File: config.mk
export PLATFORM = sky130hd
export DESIGN_NAME = pwm_capture
export DESIGN_NICKNAME = d
export VERILOG_FILES = /design/src/rtl/pwm_capture.sv
export SDC_FILE = /design/constraint.sdc
export NUM_CORES = 1
export LEC_CHECK = 0
export CAP_MARGIN = 0
export CORE_MARGIN = 2
export CORE_UTILIZATION = 51
export DETAILED_ROUTE_END_ITERATION = 10
export PLACE_DENSITY = 0.84
export SYNTH_ARGS = -nofsm -noshare
export SYNTH_HDL_FRONTEND = slang
export SYNTH_SLANG_ARGS = --single-unit
File: constraint.sdc
create_clock -name clk -period 1.8 [get_ports clk]
set_clock_uncertainty 0.1 [all_clocks]
set_input_delay 0.18 -clock clk [delete_from_list [all_inputs] [get_ports clk]]
set_output_delay 0.18 -clock clk [all_outputs]
set_load 0.05 [all_outputs]
File: src/rtl/pwm_capture.sv
// PWM capture: measures period and high time of pwm_in in clk cycles, with stuck-input timeout.
// Optional glitch filter after the synchronizer is enabled by defining PWM_CAP_FILTER_EN.
module pwm_capture #(
  parameter int CNT_W      = 16,
  parameter int TIMEOUT    = 65535,
  parameter int FILTER_LEN = 4
) (
  input  logic             clk,
  input  logic             rst_n,
  input  logic             cap_en,
  input  logic             pwm_in,
  output logic [CNT_W-1:0] period_out,
  output logic [CNT_W-1:0] high_out,
  output logic             meas_valid,
  output logic             ovf,
  output logic             stuck,
  output logic             stuck_lvl
);

  localparam logic [CNT_W-1:0] CNT_MAX    = '1;
  localparam logic [CNT_W-1:0] CNT_ONE    = CNT_W'(1);
  localparam logic [CNT_W-1:0] QUIET_LAST = CNT_W'(TIMEOUT - 1);

  if (TIMEOUT < 1 || longint'(TIMEOUT) > ((64'd1 << CNT_W) - 1) || FILTER_LEN < 1) begin : g_param_check
    $error("pwm_capture: TIMEOUT must be 1..2^CNT_W-1 and FILTER_LEN at least 1");
  end

  typedef enum logic [1:0] {
    IDLE,
    WAIT_RISE,
    MEAS_HIGH,
    MEAS_LOW
  } state_t;

  state_t           r_state;
  logic             r_sync1;
  logic             r_sync2;
  logic             r_s_d;
  logic [CNT_W-1:0] r_cnt;
  logic [CNT_W-1:0] r_high;
  logic [CNT_W-1:0] r_quiet;
  logic             r_sat;

  logic             w_s;
  logic             w_rise;
  logic             w_fall;
  logic             w_edge;
  logic             w_cnt_sat;
  logic [CNT_W-1:0] w_cnt_inc;

  // NOTE: every flop uses <= so all registers sample the pre-edge values;
  // with = the second synchronizer stage would collapse into the first.
  always_ff @(posedge clk or negedge rst_n) begin
    if (!rst_n) begin
      r_sync1 <= 1'b0;
      r_sync2 <= 1'b0;
    end else begin
      r_sync1 <= pwm_in;
      r_sync2 <= r_sync1;
    end
  end

`ifdef PWM_CAP_FILTER_EN
  localparam int FW = (FILTER_LEN > 1) ? $clog2(FILTER_LEN) : 1;

  logic [FW-1:0] r_filt_cnt;
  logic          r_filt;

  // Output follows the synchronized input only after FILTER_LEN stable cycles.
  always_ff @(posedge clk or negedge rst_n) begin
    if (!rst_n) begin
      r_filt_cnt <= '0;
      r_filt     <= 1'b0;
    end else if (r_sync2 == r_filt) begin
      r_filt_cnt <= '0;
    end else if (r_filt_cnt == FW'(FILTER_LEN - 1)) begin
      r_filt_cnt <= '0;
      r_filt     <= r_sync2;
    end else begin
      r_filt_cnt <= r_filt_cnt + 1'b1;
    end
  end

  assign w_s = r_filt;
`else
  assign w_s = r_sync2;
`endif

  always_ff @(posedge clk or negedge rst_n) begin
    if (!rst_n) r_s_d <= 1'b0;
    else        r_s_d <= w_s;
  end

  assign w_rise    = w_s & ~r_s_d;
  assign w_fall    = ~w_s & r_s_d;
  assign w_edge    = w_rise | w_fall;
  assign w_cnt_sat = (r_cnt == CNT_MAX);
  assign w_cnt_inc = w_cnt_sat ? r_cnt : r_cnt + 1'b1;

  // The counter holds cycles since the last rising edge of s, counting that edge cycle as 1.
  always_ff @(posedge clk or negedge rst_n) begin
    if (!rst_n) begin
      r_state    <= IDLE;
      r_cnt      <= '0;
      r_high     <= '0;
      r_quiet    <= '0;
      r_sat      <= 1'b0;
      period_out <= '0;
      high_out   <= '0;
      meas_valid <= 1'b0;
      ovf        <= 1'b0;
      stuck      <= 1'b0;
      stuck_lvl  <= 1'b0;
    end else begin
      meas_valid <= 1'b0;
      if (!cap_en) begin
        r_state   <= IDLE;
        r_cnt     <= '0;
        r_quiet   <= '0;
        r_sat     <= 1'b0;
        stuck     <= 1'b0;
        stuck_lvl <= 1'b0;
      end else begin
        unique case (r_state)
          IDLE: begin
            // IDLE is only left on a fresh enable, so this is the 0->1 clear point.
            ovf     <= 1'b0;
            r_state <= WAIT_RISE;
          end

          WAIT_RISE: begin
            if (w_edge) begin
              stuck     <= 1'b0;
              stuck_lvl <= 1'b0;
            end
            if (w_rise) begin
              r_cnt   <= CNT_ONE;
              r_sat   <= 1'b0;
              r_quiet <= '0;
              r_state <= MEAS_HIGH;
            end
          end

          MEAS_HIGH, MEAS_LOW: begin
            r_cnt <= w_cnt_inc;
            if (w_cnt_sat) r_sat <= 1'b1;

            if (r_state == MEAS_HIGH && w_fall) begin
              r_high  <= r_cnt;
              r_quiet <= '0;
              r_state <= MEAS_LOW;
            end else if (r_state == MEAS_LOW && w_rise) begin
              period_out <= r_cnt;
              high_out   <= r_high;
              meas_valid <= 1'b1;
              if (r_sat) ovf <= 1'b1;
              r_cnt      <= CNT_ONE;
              r_sat      <= 1'b0;
              r_quiet    <= '0;
              r_state    <= MEAS_HIGH;
            end else if (r_quiet == QUIET_LAST) begin
              stuck     <= 1'b1;
              stuck_lvl <= w_s;
              r_cnt     <= '0;
              r_sat     <= 1'b0;
              r_quiet   <= '0;
              r_state   <= WAIT_RISE;
            end else begin
              r_quiet <= r_quiet + 1'b1;
            end
          end

          default: r_state <= IDLE;
        endcase
      end
    end
  end

endmodule

# --- Yosys cells after proc, flatten, opt, wreduce, memory -nomap -nowiden ---
# Cells that the tools add are included.
classes:
  add_sub_neg: 2
  eq_ne: 15
  n_mux: 45
  n_bitwise: 6
  n_reduce_logical: 11
ops:
  columns: ["cell", "n"]
  rows:
  - ["16-bit 2-to-1 mux", 11]
  - ["16-bit one-hot mux with 2 select lines", 2]
  - ["16-bit by 1-bit adder with 16-bit output, second input constant", 2]
  - ["16-bit equality test, second input constant", 2]
  - ["1-bit 2-to-1 mux", 22]
  - ["3-bit != test, second input constant", 5]
  - ["2-bit 2-to-1 mux", 5]
  - ["5-bit AND reduction", 2]
  - ["1-bit one-hot mux with 2 select lines", 4]
  - ["2-bit != test, second input constant", 3]
  - ["2-bit one-hot mux with 3 select lines", 1]
  - ["5-bit != test, second input constant", 1]
  - ["2-bit equality test, second input constant", 2]
  - ["2-bit AND reduction", 2]
  - ["4-bit AND reduction", 1]
  - ["3-bit by 1-bit != test with 1-bit output, second input constant", 1]
  - ["1-bit inverter", 3]
  - ["3-bit AND reduction", 1]
  - ["1-bit bitwise AND", 2]
  - ["2-bit by 1-bit equality test with 1-bit output, second input constant", 1]
  - ["1-bit logical AND", 2]
  - ["2-bit zero test", 1]
  - ["2-bit nonzero test", 1]
  - ["2-bit OR reduction", 1]
  - ["1-bit bitwise OR", 1]
totals:
  reg_bits: 90
  in_bits: 4
  output_inout_bits: 36
  elab_cells: 93

# --- Depth between registers and ports, before layout ---
logic_depth:
  depth_word: 7
  mapped_depth: 8
  mapped_depth_nobuf: 7

# --- Least setup slack after synthesis ---
# OpenSTA, ideal clock, no wires.
synth_timing:
  kind: "reg-to-reg"
  start: "register r_sync2"
  end: "register r_quiet[7]"
  setup_time_ns: 0.083
  arrival_time_ns: 1.712
  required_time_ns: 1.617
  slack_ns: -0.094
  path_stages_with_launch: 8
  n_path_buf: 1
  period_less_slack_ns: 1.894
  cell_sequence: "dfrtp_1 -> ha_1 -> nand2_1 -> nand3_1 -> or3_1 -> buf_4 -> or3_1 -> o21ai_0"
synth_between:
  elab_chain_len: 6
synth_lines:
  columns: ["item", "line_no", "rtl"]
  rows:
  - ["from (decl)", "37", "logic r_sync2;"]
  - ["from (signal assigned)", "59", "r_sync2 <= r_sync1;"]
  - ["1-bit bitwise AND / 1-bit inverter (equally long branches)", "94, 95", null]
  - ["1-bit logical AND / 1-bit bitwise AND (equally long branches)", "152, 95", null]
  - ["16-bit 2-to-1 mux / 1-bit logical AND (equally long branches)", "152, 148", null]
  - ["16-bit 2-to-1 mux", "148", "if (r_state == MEAS_HIGH && w_fall) begin"]
  - ["16-bit one-hot mux with 2 select lines", "124", "unique case (r_state)"]
  - ["16-bit 2-to-1 mux", "116", "if (!cap_en) begin"]
  - ["to (signal assigned)", "169", "r_quiet <= r_quiet + 1'b1;"]
  - ["to (decl)", "41", "logic [CNT_W-1:0] r_quiet;"]
# Several ways; a longest one is shown, not always the timed one.
# A chain may end at the register's enable or synchronous reset.

# --- Worst setup path in the final report ---
layout_timing:
  start: "register r_quiet[0]"
  end: "register r_cnt[14]"
layout_between:
  elab_chain_len: 6
layout_lines:
  columns: ["item", "line_no", "rtl"]
  rows:
  - ["16-bit equality test", "161", "end else if (r_quiet == QUIET_LAST) begin"]
  - ["16-bit 2-to-1 mux", "161", null]
  - ["16-bit 2-to-1 mux", "152", "end else if (r_state == MEAS_LOW && w_rise) begin"]
  - ["16-bit 2-to-1 mux", "148", null]
  - ["16-bit one-hot mux with 2 select lines", "124", null]
  - ["16-bit 2-to-1 mux", "116", null]
  - ["to (signal assigned)", "145", "r_cnt <= w_cnt_inc;"]
  - ["to (decl)", "39", "logic [CNT_W-1:0] r_cnt;"]
# Every way passes these cells.

==> metrics.txt <==
number of H-tree levels=3; setup slack, reg-to-reg=-0.17 ns; most numerous cell in the Yosys netlist=nand2_1; vias=roughly 3700; first-pass GRT wire length=around 15000 um; Max Clock Freq=~500 MHz; Root Buffer=clkbuf_8; Critical Path AT=around 2.2 ns; Clock Path Buffers=2; layout cell share with drive strength beyond 1=32.5%; largest area contributor in the netlist=dfrtp_1; ANT cells=0; Worst Hold Class=primary input to flip-flop; antenna violations before repair=0; Cell Pwr Density=between 600 and 700 nW/um^2; Slew headroom=66.3%; count of clock tree sinks=90; Post-synth EDFFs=0; design area=5650 sq um; DP Area=around 5000 sq um; Clock Latency Late Sink=0.37 ns; Finished Layout Cells=640; DRT iter0 DRCs=280; Primary FF master, synth=dfrtp_1; Critical-path top delay cell=dfrtp_1; Netlist cell types=51; vias in the first global route=3257; number of synthesis warnings=0; peak supply drop=~370 uV; Area Growth Syn to Fin=39.5%; Static Leak=2.85 nW; RePlAce Congestion=0.849; worst r2r dst=r_cnt[14]; Final Cycle Share=109%; Hold Crit Endpoint=r_sync1; syn nets=around 430; Tmin final=1.97 ns; post-layout util=73.1%; layout net count=about 540; async set-or-reset flop fraction in the synthesized netlist=100%; r2r worst-path depth=10; Reg2Reg Launch Point=r_quiet[0]; DRC Markers=0; CTS buffer count=9; worst setup margin=-0.169 ns; area of the mapped netlist=around 4100 sq um; Die H=just over 90 um; critical path peak fanout=5; die footprint=8670 sq um; Setup-failing EPs final=19; Startpoint Class=flip-flop; Synth Instances=417; largest net degree at the start of global routing=between 90 and 100; most frequent cells after synthesis=nand2_1, dfrtp_1, o21ai_0; slowest cell delay on critical path=0.39 ns; CP endpoint kind=flip-flop; final wirelength=approximately 11000 um; core area=roughly 7700 sq um; boundary pin count=40; max-cap violation count=0; Routed Antenna Nets=0; total power=between 3 and 4 mW; status=finished, violations left; hold path start=pwm_in; Pins Over Slew Limit=0; violated checks=negative setup slack; # rows=32; CTS clk-pin slew, worst paths=~0.10 ns; CP cell instances=inv_2 > ha_4 > nand4_1 > nor4_4 > buf_4 > buf_6 > a21oi_4 > clkbuf_16 > a41oi_2 > nor2_1; effective utilization at floorplan=52.4%; GRT Util Overall=between 20% and 30%; Overflow after GRT=0; WP data required=around 2.0 ns; DRT Pass-1 Iters=5; Fin Setup TNS=-1.90 ns; count of final hold-check violations=0; top post-synthesis cells by area=dfrtp_1, nand2_1, o21ai_0, mux2_2, nor2_1; Worst Max-Slew Pin Slew=0.505 ns; post-synth top area share=55.6%; RSZ-0062 raised after global routing=yes; TritonCTS clock tree=done; number of synthesized register bits=90; average wire per standard cell=17.3 um; Crit Path Category=flip-flop to flip-flop; hold depth=1; IO Port Bufs=39; mean post-synth cell area=9.71 sq um; Via density=slightly below 6; sequential area share after synthesis=55.6%; die width=between 90 and 100 um; Post-DP HPWL=a little over 6000 um; Post-Place Cells=600
-- logic make-up (layout without fill, tap and decap cells) --
| group | Yosys count | after routing | synth area share, % |
|---|---|---|---|
| simple gates | 204 | 205 | 24.4 |
| flops | 90 | 90 | 55.6 |
| compound gates | 70 | 70 | 10.4 |
| buf+inv | 27 | 147 | 2.72 |
| mux | 12 | 12 | 3.34 |
| xor+xnor | 9 | 9 | 1.95 |
| fa+ha+maj | 5 | 5 | 1.54 |
-- metrics by stage --
step,setup slack (ns),hold slack [ns]
floorplan,-0.0234,-0.216
global placement,-0.0838,0.155
detailed placement,-0.133,0.165
CTS,-0.0950,0.146
global route,-0.212,0.146
finish,-0.169,0.148
-- sequential cells by signal, indices dropped and copies added (netlist names) --
register    flops
ovf             1
r_cnt          16
r_high         16
r_sync2         1
high_out       16
stuck_lvl       1
r_state         2
period_out     16
meas_valid      1
stuck           1
r_s_d           1
r_quiet        16
r_sat           1
r_sync1         1
-- critical path: cells and delay by family (launching register included) --
family / cells / cell delay [ns]
and+or+nand+nor: 3 / 0.29
adders and majority gates: 1 / 0.14
AOI/OAI and AO/OA: 2 / 0.41
buffers and inverters: 4 / 0.56
DFF: 1 / 0.39
-- area by class of cell --
| type | count | area (sq um) |
|---|---|---|
| Clock inverter | 6 | 48.8 |
| Clock buffer | 10 | 138 |
| Sequential cell | 90 | 2250 |
| Fill cell | 497 | 2080 |
| Timing Repair Buffer | 120 | 1100 |
| Multi-Input combinational cell | 301 | 1940 |
| Tap cell | 102 | 128 |
| Inverter | 11 | 41.3 |
-- metal layers --
metal	up-vias	share of wire, %	global-route usage (%)
met2	157	53	38.2
met1	1835	38	27.9
met5	-	0	0
met4	0	3.8	9.07
li1	1668	-	-
met3	49	5.7	3.63
-- power breakdown --
group | switching [mW] | total (mW) | leakage, nW | internal, mW
Combinational | 0.170 | 0.292 | 1.52 | 0.122
Clock | 0.764 | 1.32 | 0.0855 | 0.551
Sequential | 0.0204 | 2.06 | 1.25 | 2.04
-- cells in the final DEF, fill, tap and decap left out, types with 4 or more instances in the layout --
master and n:
a21oi_2 6, dlymetal6s2s_1 4, buf_6 12, mux2_2 12
buf_4 69, nor2_2 7, xor2_1 5, buf_12 5
a22o_1 5, o21ai_2 8, nor2_1 17, nor3_1 5
dlygate4sd2_1 25, nand2_1 115, clkbuf_8 10, o21ai_1 9
nand4_1 12, dfrtp_1 89, a21oi_1 10, inv_1 8
o21ai_0 16, or3_1 4, xnor2_1 4, nand3_1 9
-- worst max-delay path by stage --
stage	start	endpoint	slack [ns]	cells past startpoint
final	r_quiet[0]	r_cnt[14]	-0.17	10
after global placement	cap_en	r_quiet[12]	-0.08	6
after detailed placement	cap_en	r_quiet[14]	-0.13	6
after global routing	r_cnt[1]	r_cnt[7]	-0.21	7
after CTS	r_quiet[0]	r_quiet[5]	-0.09	9
after floorplan	r_quiet[0]	r_quiet[5]	-0.02	8
-- repair_timing --
item,4_1_cts,5_1_grt
gates resized for setup,47,57
setup buffers,5,14
hold buffers,1,0
cloned,0,4
hold endpoints to repair,90,0
setup endpoints to repair,61,53
pin swaps,5,28
Note: power is estimated with default switching activity, not from simulation.
